===== config.mk =====
export PLATFORM = sky130hd
export DESIGN_NAME = mips_multicycle_core
export DESIGN_NICKNAME = d
export VERILOG_FILES = /design/src/rtl/mips_multicycle_core.sv
export SDC_FILE = /design/constraint.sdc
export NUM_CORES = 2
export LEC_CHECK = 0
export BUFFER_PORTS_ARGS = -buffer_cell sky130_fd_sc_hd__buf_2
export CAP_MARGIN = 20
export CORE_MARGIN = 2
export CORE_UTILIZATION = 55
export CTS_CLUSTER_SIZE = 14
export DETAILED_ROUTE_END_ITERATION = 12
export GPL_ROUTABILITY_DRIVEN = 0
export PLACE_DENSITY_LB_ADDON = 0.2
export SLEW_MARGIN = 20
export SYNTH_ARGS = -nofsm -noshare
export SYNTH_HDL_FRONTEND = slang
export SYNTH_SLANG_ARGS = --single-unit

===== constraint.sdc =====
create_clock -name clk -period 6.1 [get_ports clk]
set_input_delay 0 -clock clk [delete_from_list [all_inputs] [get_ports clk]]
set_output_delay 0 -clock clk [all_outputs]
set_load 0.05 [all_outputs]

===== src/rtl/mips_multicycle_core.sv =====
// rtl/mips_multicycle_core.sv - multi-cycle 32-bit MIPS core with req/ack instruction and data ports
//
// One shared ALU is sequenced by a FETCH/DECODE/EXECUTE/MEMORY/WRITEBACK state machine.
// Optional feature macro: MIPS_JUMP_EN (adds the j instruction, op 0x02).
//
// Parameters: ADDR_W (PC/byte address width), NREGS (8/16/32 registers), RESET_PC (reset vector)
// Ports:
//   clk, rst                       clock, synchronous active-high reset
//   imem_req/addr/ack/rdata        instruction fetch handshake (addr = pc)
//   dmem_req/we/addr/wdata/ack/rdata  data access handshake
//   pc                             current program counter
//   retire                         one-cycle pulse per completed instruction
//   wb_en/wb_reg/wb_data           register-file write port observation
module mips_multicycle_core #(
    parameter int unsigned           ADDR_W   = 32,
    parameter int unsigned           NREGS    = 32,
    parameter logic [ADDR_W-1:0]     RESET_PC = '0
) (
    input  logic              clk,
    input  logic              rst,
    output logic              imem_req,
    output logic [ADDR_W-1:0] imem_addr,
    input  logic              imem_ack,
    input  logic [31:0]       imem_rdata,
    output logic              dmem_req,
    output logic              dmem_we,
    output logic [ADDR_W-1:0] dmem_addr,
    output logic [31:0]       dmem_wdata,
    input  logic              dmem_ack,
    input  logic [31:0]       dmem_rdata,
    output logic [ADDR_W-1:0] pc,
    output logic              retire,
    output logic              wb_en,
    output logic [4:0]        wb_reg,
    output logic [31:0]       wb_data
);
    localparam int RW = $clog2(NREGS);

    localparam logic [5:0] OP_RTYPE = 6'h00;
    localparam logic [5:0] OP_ADDI  = 6'h08;
    localparam logic [5:0] OP_LW    = 6'h23;
    localparam logic [5:0] OP_SW    = 6'h2B;
    localparam logic [5:0] OP_BEQ   = 6'h04;

    typedef enum logic [2:0] {S_FETCH, S_DECODE, S_EXECUTE, S_MEMORY, S_WRITEBACK} state_e;
    typedef enum logic [2:0] {ALU_ADD, ALU_SUB, ALU_AND, ALU_OR, ALU_SLT} alu_op_e;

    state_e            state_q, state_d;
    logic              run_q, run_d;
    logic [ADDR_W-1:0] pc_q, pc_d;
    logic [31:0]       ir_q, ir_d, a_q, a_d, b_q, b_d, alu_q, alu_d, mdr_q, mdr_d;
    logic [31:0]       regs_q [NREGS];
    logic [31:0]       regs_d [NREGS];

    logic [5:0]    opcode, funct;
    logic [31:0]   sext_imm, alu_b, alu_y;
    alu_op_e       alu_op;
    logic          is_r, r_known, is_lw, is_sw;
    logic [4:0]    dest;
    logic [RW-1:0] dest_idx;

    assign opcode   = ir_q[31:26];
    assign funct    = ir_q[5:0];
    assign sext_imm = {{16{ir_q[15]}}, ir_q[15:0]};
    assign is_r     = (opcode == OP_RTYPE);
    assign is_lw    = (opcode == OP_LW);
    assign is_sw    = (opcode == OP_SW);
    assign r_known  = (funct == 6'h20) || (funct == 6'h22) || (funct == 6'h24) ||
                      (funct == 6'h25) || (funct == 6'h2A);
    assign dest     = is_r ? ir_q[15:11] : ir_q[20:16];
    assign dest_idx = dest[RW-1:0];

    assign imem_addr  = pc_q;
    assign pc         = pc_q;
    assign dmem_addr  = alu_q[ADDR_W-1:0];
    assign dmem_wdata = b_q;

`ifdef MIPS_JUMP_EN
    logic [31:0]       pc_ext;
    logic [ADDR_W-1:0] jump_target;
    assign pc_ext      = 32'(pc_q);
    // Upper target bits come from the already-incremented pc; bits above ADDR_W fall away.
    assign jump_target = ADDR_W'({pc_ext[31:28], ir_q[25:0], 2'b00});
`endif

    // Shared ALU: operand B is rt for R-type and beq, the sign-extended immediate otherwise.
    always_comb begin
        alu_op = ALU_ADD;
        alu_b  = sext_imm;
        if (is_r) begin
            alu_b = b_q;
            case (funct)
                6'h22:   alu_op = ALU_SUB;
                6'h24:   alu_op = ALU_AND;
                6'h25:   alu_op = ALU_OR;
                6'h2A:   alu_op = ALU_SLT;
                default: alu_op = ALU_ADD;
            endcase
        end else if (opcode == OP_BEQ) begin
            alu_b  = b_q;
            alu_op = ALU_SUB;
        end
    end

    always_comb begin
        case (alu_op)
            ALU_SUB: alu_y = a_q - alu_b;
            ALU_AND: alu_y = a_q & alu_b;
            ALU_OR:  alu_y = a_q | alu_b;
            ALU_SLT: alu_y = {31'd0, ($signed(a_q) < $signed(alu_b))};
            default: alu_y = a_q + alu_b;
        endcase
    end

    always_comb begin
        state_d  = state_q;
        run_d    = 1'b1;
        pc_d     = pc_q;
        ir_d     = ir_q;
        a_d      = a_q;
        b_d      = b_q;
        alu_d    = alu_q;
        mdr_d    = mdr_q;
        regs_d   = regs_q;
        imem_req = 1'b0;
        dmem_req = 1'b0;
        dmem_we  = 1'b0;
        retire   = 1'b0;
        wb_en    = 1'b0;
        wb_reg   = 5'd0;
        wb_data  = 32'd0;
        case (state_q)
            S_FETCH: begin
                // run_q keeps the request low for the first cycle after reset so a stale ack is ignored.
                imem_req = run_q;
                if (run_q && imem_ack) begin
                    ir_d    = imem_rdata;
                    pc_d    = pc_q + ADDR_W'(4);
                    state_d = S_DECODE;
                end
            end
            S_DECODE: begin
                // r0 is never written, so reading the array directly yields 0 for it.
                a_d     = regs_q[ir_q[21 +: RW]];
                b_d     = regs_q[ir_q[16 +: RW]];
                state_d = S_EXECUTE;
            end
            S_EXECUTE: begin
                alu_d = alu_y;
                if (is_lw || is_sw) begin
                    state_d = S_MEMORY;
                end else if ((is_r && r_known) || opcode == OP_ADDI) begin
                    state_d = S_WRITEBACK;
                end else begin
                    // beq, j and every unknown encoding complete here.
                    retire  = 1'b1;
                    state_d = S_FETCH;
                    if (opcode == OP_BEQ && alu_y == 32'd0) begin
                        pc_d = pc_q + ADDR_W'({sext_imm[29:0], 2'b00});
                    end
`ifdef MIPS_JUMP_EN
                    if (opcode == 6'h02) begin
                        pc_d = jump_target;
                    end
`endif
                end
            end
            S_MEMORY: begin
                dmem_req = 1'b1;
                dmem_we  = is_sw;
                if (dmem_ack) begin
                    if (is_sw) begin
                        retire  = 1'b1;
                        state_d = S_FETCH;
                    end else begin
                        mdr_d   = dmem_rdata;
                        state_d = S_WRITEBACK;
                    end
                end
            end
            S_WRITEBACK: begin
                retire  = 1'b1;
                wb_reg  = dest;
                wb_data = is_lw ? mdr_q : alu_q;
                wb_en   = (dest_idx != '0);
                if (wb_en) begin
                    regs_d[dest_idx] = wb_data;
                end
                state_d = S_FETCH;
            end
            default: state_d = S_FETCH;
        endcase
    end

    always_ff @(posedge clk) begin
        if (rst) begin
            state_q <= S_FETCH;
            run_q   <= 1'b0;
            pc_q    <= RESET_PC;
            ir_q    <= '0;
            a_q     <= '0;
            b_q     <= '0;
            alu_q   <= '0;
            mdr_q   <= '0;
            regs_q  <= '{default: '0};
        end else begin
            state_q <= state_d;
            run_q   <= run_d;
            pc_q    <= pc_d;
            ir_q    <= ir_d;
            a_q     <= a_d;
            b_q     <= b_d;
            alu_q   <= alu_d;
            mdr_q   <= mdr_d;
            regs_q  <= regs_d;
        end
    end
endmodule

==> run_results.csv <==
group,metric,value,unit
final_layout,final_util,0.6233,
detailed_routing,wl_met3,22530,um
setup_path,reg2reg_to,"imem_addr[3]",
min_path,min_path_type,"in2reg",
sta,fin_skew,31.82,ps
grt,overflow,0,
final_layout,drive_gt1_frac,0.2138,
cts,clock-sinks,1218,
outcome,status,"finished, final reports clean",
setup_path,cp_max_fo,39,
sta,fin_tns_setup,0,ps
setup_path,required,6730,ps
detailed_routing,drc,0,
placement,port_buffers,233,
setup_path,reg2regPathDepth,20,
sta,worstMarginPinSlew,1189,ps
floorplanning,io_pins,238,
power_and_ir_drop,p_leak,23.03,nW
synth,syn_area,0.06413,mm2
setup_path,crit_path_start_kind,"flip-flop",
floorplanning,dieHeight,345.5,um
detailed_routing,ant_nets,0,
sta,period_share,0.9467,
sta,hold_viol_final,0,
sta,min_period,5775,ps
sta,whs,43.66,ps
floorplanning,fp.dieW,345.5,um
synth,async_flop_share,0,
final_layout,area_growth_syn_to_layout,12.65,%
detailed_routing,topRoutingLayerUsed,"met5",
floorplanning,die_area,0.1193,mm2
detailed_routing,drtIter0Drc,7046,
cts,clock-root-buffer,"clkbuf_16",
detailed_routing,dr.pass1.iters,6,
synth,synth-edff-count,0,
cts,cts_buffers,132,
placement,post-place-ws,47.90,ps
detailed_routing,routedWlPerCell,27.49,um
floorplanning,coreArea,0.1159,mm2
detailed_routing,wl_met2,97660,um
cts,h-tree-depth,4,
final_layout,final_common_cell,"nor2_1",
floorplanning,num_rows,125,
synth,synth_ff_type,"dfxtp_1",
cts,clk_path_buf_depth,3,
synth,synthTopCellsByArea,"dfxtp_1, mux4_2, a211oi_1",
detailed_routing,wirelength,217100,um
synth,synthCells,6348,
cts,clk_latency,770,ps
grt,grt_usage,0.3564,
power_and_ir_drop,powerDensity,264.8,mW/mm2
synth,synth.avg_cell_area,10.10,um2
sta,rsz0062_at_grt,"false",
grt,antenna_found_initial,6,
min_path,holdPathEnd,"ir_q[14]",
setup_path,critPathArrivalTime,6410,ps
detailed_routing,route.vias.total,53710,
synth,ys_seq_area_frac,0.3802,
detailed_routing,viasPerCell,6.800,
min_path,hold_depth,4,
min_path,hp-start,"imem_rdata[14]",
synth,synth_cell_types,85,
sta,max_slew_margin,0.2053,
sta,slew_viol_final,0,
power_and_ir_drop,peakVddDrop,279.7,uV
setup_path,critPathKind,"reg2reg",
synth,synth_top_area_share,0.3802,
grt,grt_pass1_wl,324800,um
grt,grt_max_degree,223,
synth,ys_ff_latch,1218,
synth,synth.largest_area_cell,"dfxtp_1",
sta,finalWorstSetupSlack,325.1,ps
grt,grt_pass1_vias,51360,
setup_path,r2r_setup_slack,330,ps
setup_path,timing.rr.start,"ir_q[31]",
floorplanning,start_util,0.5533,
setup_path,endpoint_kind,"flip-flop",
sta,fmax,173.2,MHz
final_layout,layout_common_cells,"nor2_1, dfxtp_1, a211oi_1",
flow_run,max_cap_violations,0,
cts,path_clk_slew,60,ps
placement,dp_hpwl,133700,um
final_layout,nets,6464,
synth,yosysWarnings,0,
cts,cts_tree,"yes",
detailed_routing,m1WireLength,83250,um
sta,setup_viol,0,
## final cells by class
type / instances / area [um2]
Fill cell: 9207 / 43650
Timing Repair Buffer: 494 / 3939
Multi-Input combinational cell: 4306 / 37150
Clock buffer: 202 / 3973
Clock inverter: 36 / 411.6
Sequential cell: 1218 / 24420
Inverter: 115 / 431.7
Antenna cell: 3 / 7.507
Tap cell: 1524 / 1907
## power breakdown
part | switching (mW) | leakage, nW | internal [mW]
registers | 0.217 | 9.83 | 8.04
logic | 1.78 | 11.1 | 0.960
clock network | 3.38 | 2.15 | 4.76
total | 5.38 | 23.0 | 13.8
## cell usage after synthesis (44+ instances only)
library cell and instances:
nor2b_1 51, o21ai_0 87, a21o_1 44, buf_1 74, mux2i_1 109, nand2_1 221, dfxtp_1 1218, ha_1 126
a211oi_1 1104, mux4_2 640, clkbuf_1 590, nand3_1 52, nor2_1 1261, a21oi_1 199, inv_1 115
## sequential cells by signal, indices dropped and copies added (netlist names)
register / flops
a_q: 32
dmem_addr: 32
dmem_wdata: 32
imem_addr: 30
ir_q: 32
mdr_q: 32
regs_q: 1024
run_q: 1
state_q: 3
## layer usage
metal | GRT usage | up-vias
met3 | 0.07369 | 715
li1 | - | 23680
met5 | 0 | -
met2 | 0.5532 | 3070
met1 | 0.4657 | 26240
met4 | 0.2028 | 4
## critical path: stages (launching register included)
cell and delay [ps]:
dfxtp_1 340, or3_1 430, nor3_4 200, buf_12 260
nor2b_1 220, a21o_1 210, inv_1 80, ha_1 320
or3_1 390, or3_1 360, a2111oi_1 530, nor3_1 190
o2bb2ai_1 200, o221a_2 250, xnor2_1 180, o221ai_1 200
nor3_2 380, and4_1 270, buf_4 290, o21ai_0 120
o311a_1 170
## per-stage QoR
stage	power [mW]	area, um2	std cells
after floorplan	10.22	64140	6351
after global placement	11.00	66570	7542
after detailed placement	11.03	66630	7545
after CTS	19.08	72100	7891
after global routing	19.65	72230	7895
final	19.13	72240	7898
## what timing repair did
action	in CTS	in global routing
resized for setup	0	5
setup buffers	0	0
endpoints found under the setup margin	0	30
endpoints found under the hold margin	199	0
hold buffers	108	0
## how the worst max path moves through the flow
stage                   from       endpoint  cells after the start
floorplan           ir_q[31]  imem_addr[31]                     19
detailed placement  ir_q[31]  imem_addr[31]                     18
global placement    ir_q[31]  imem_addr[31]                     18
finish              ir_q[31]   imem_addr[3]                     20
global route        ir_q[31]  imem_addr[10]                     19
CTS                 ir_q[31]  imem_addr[31]                     18
## cells by family (layout without fill, tap and decap cells)
group                    after synthesis  in the layout  share of synthesized area
AO/OA/AOI/OAI                       1608           1608                     0.1789
XOR/XNOR                              51             51                   0.006965
adder cells (fa/ha/maj)              129            129                    0.02552
buffers and inverters                827            847                    0.05124
flip-flops                          1218           1218                     0.3802
multiplexers                         767            767                     0.2449
other                                  1              7                 0.00005848
AND/OR/NAND/NOR                     1747           1747                     0.1121
No activity file was read; power rests on OpenSTA's default activity.
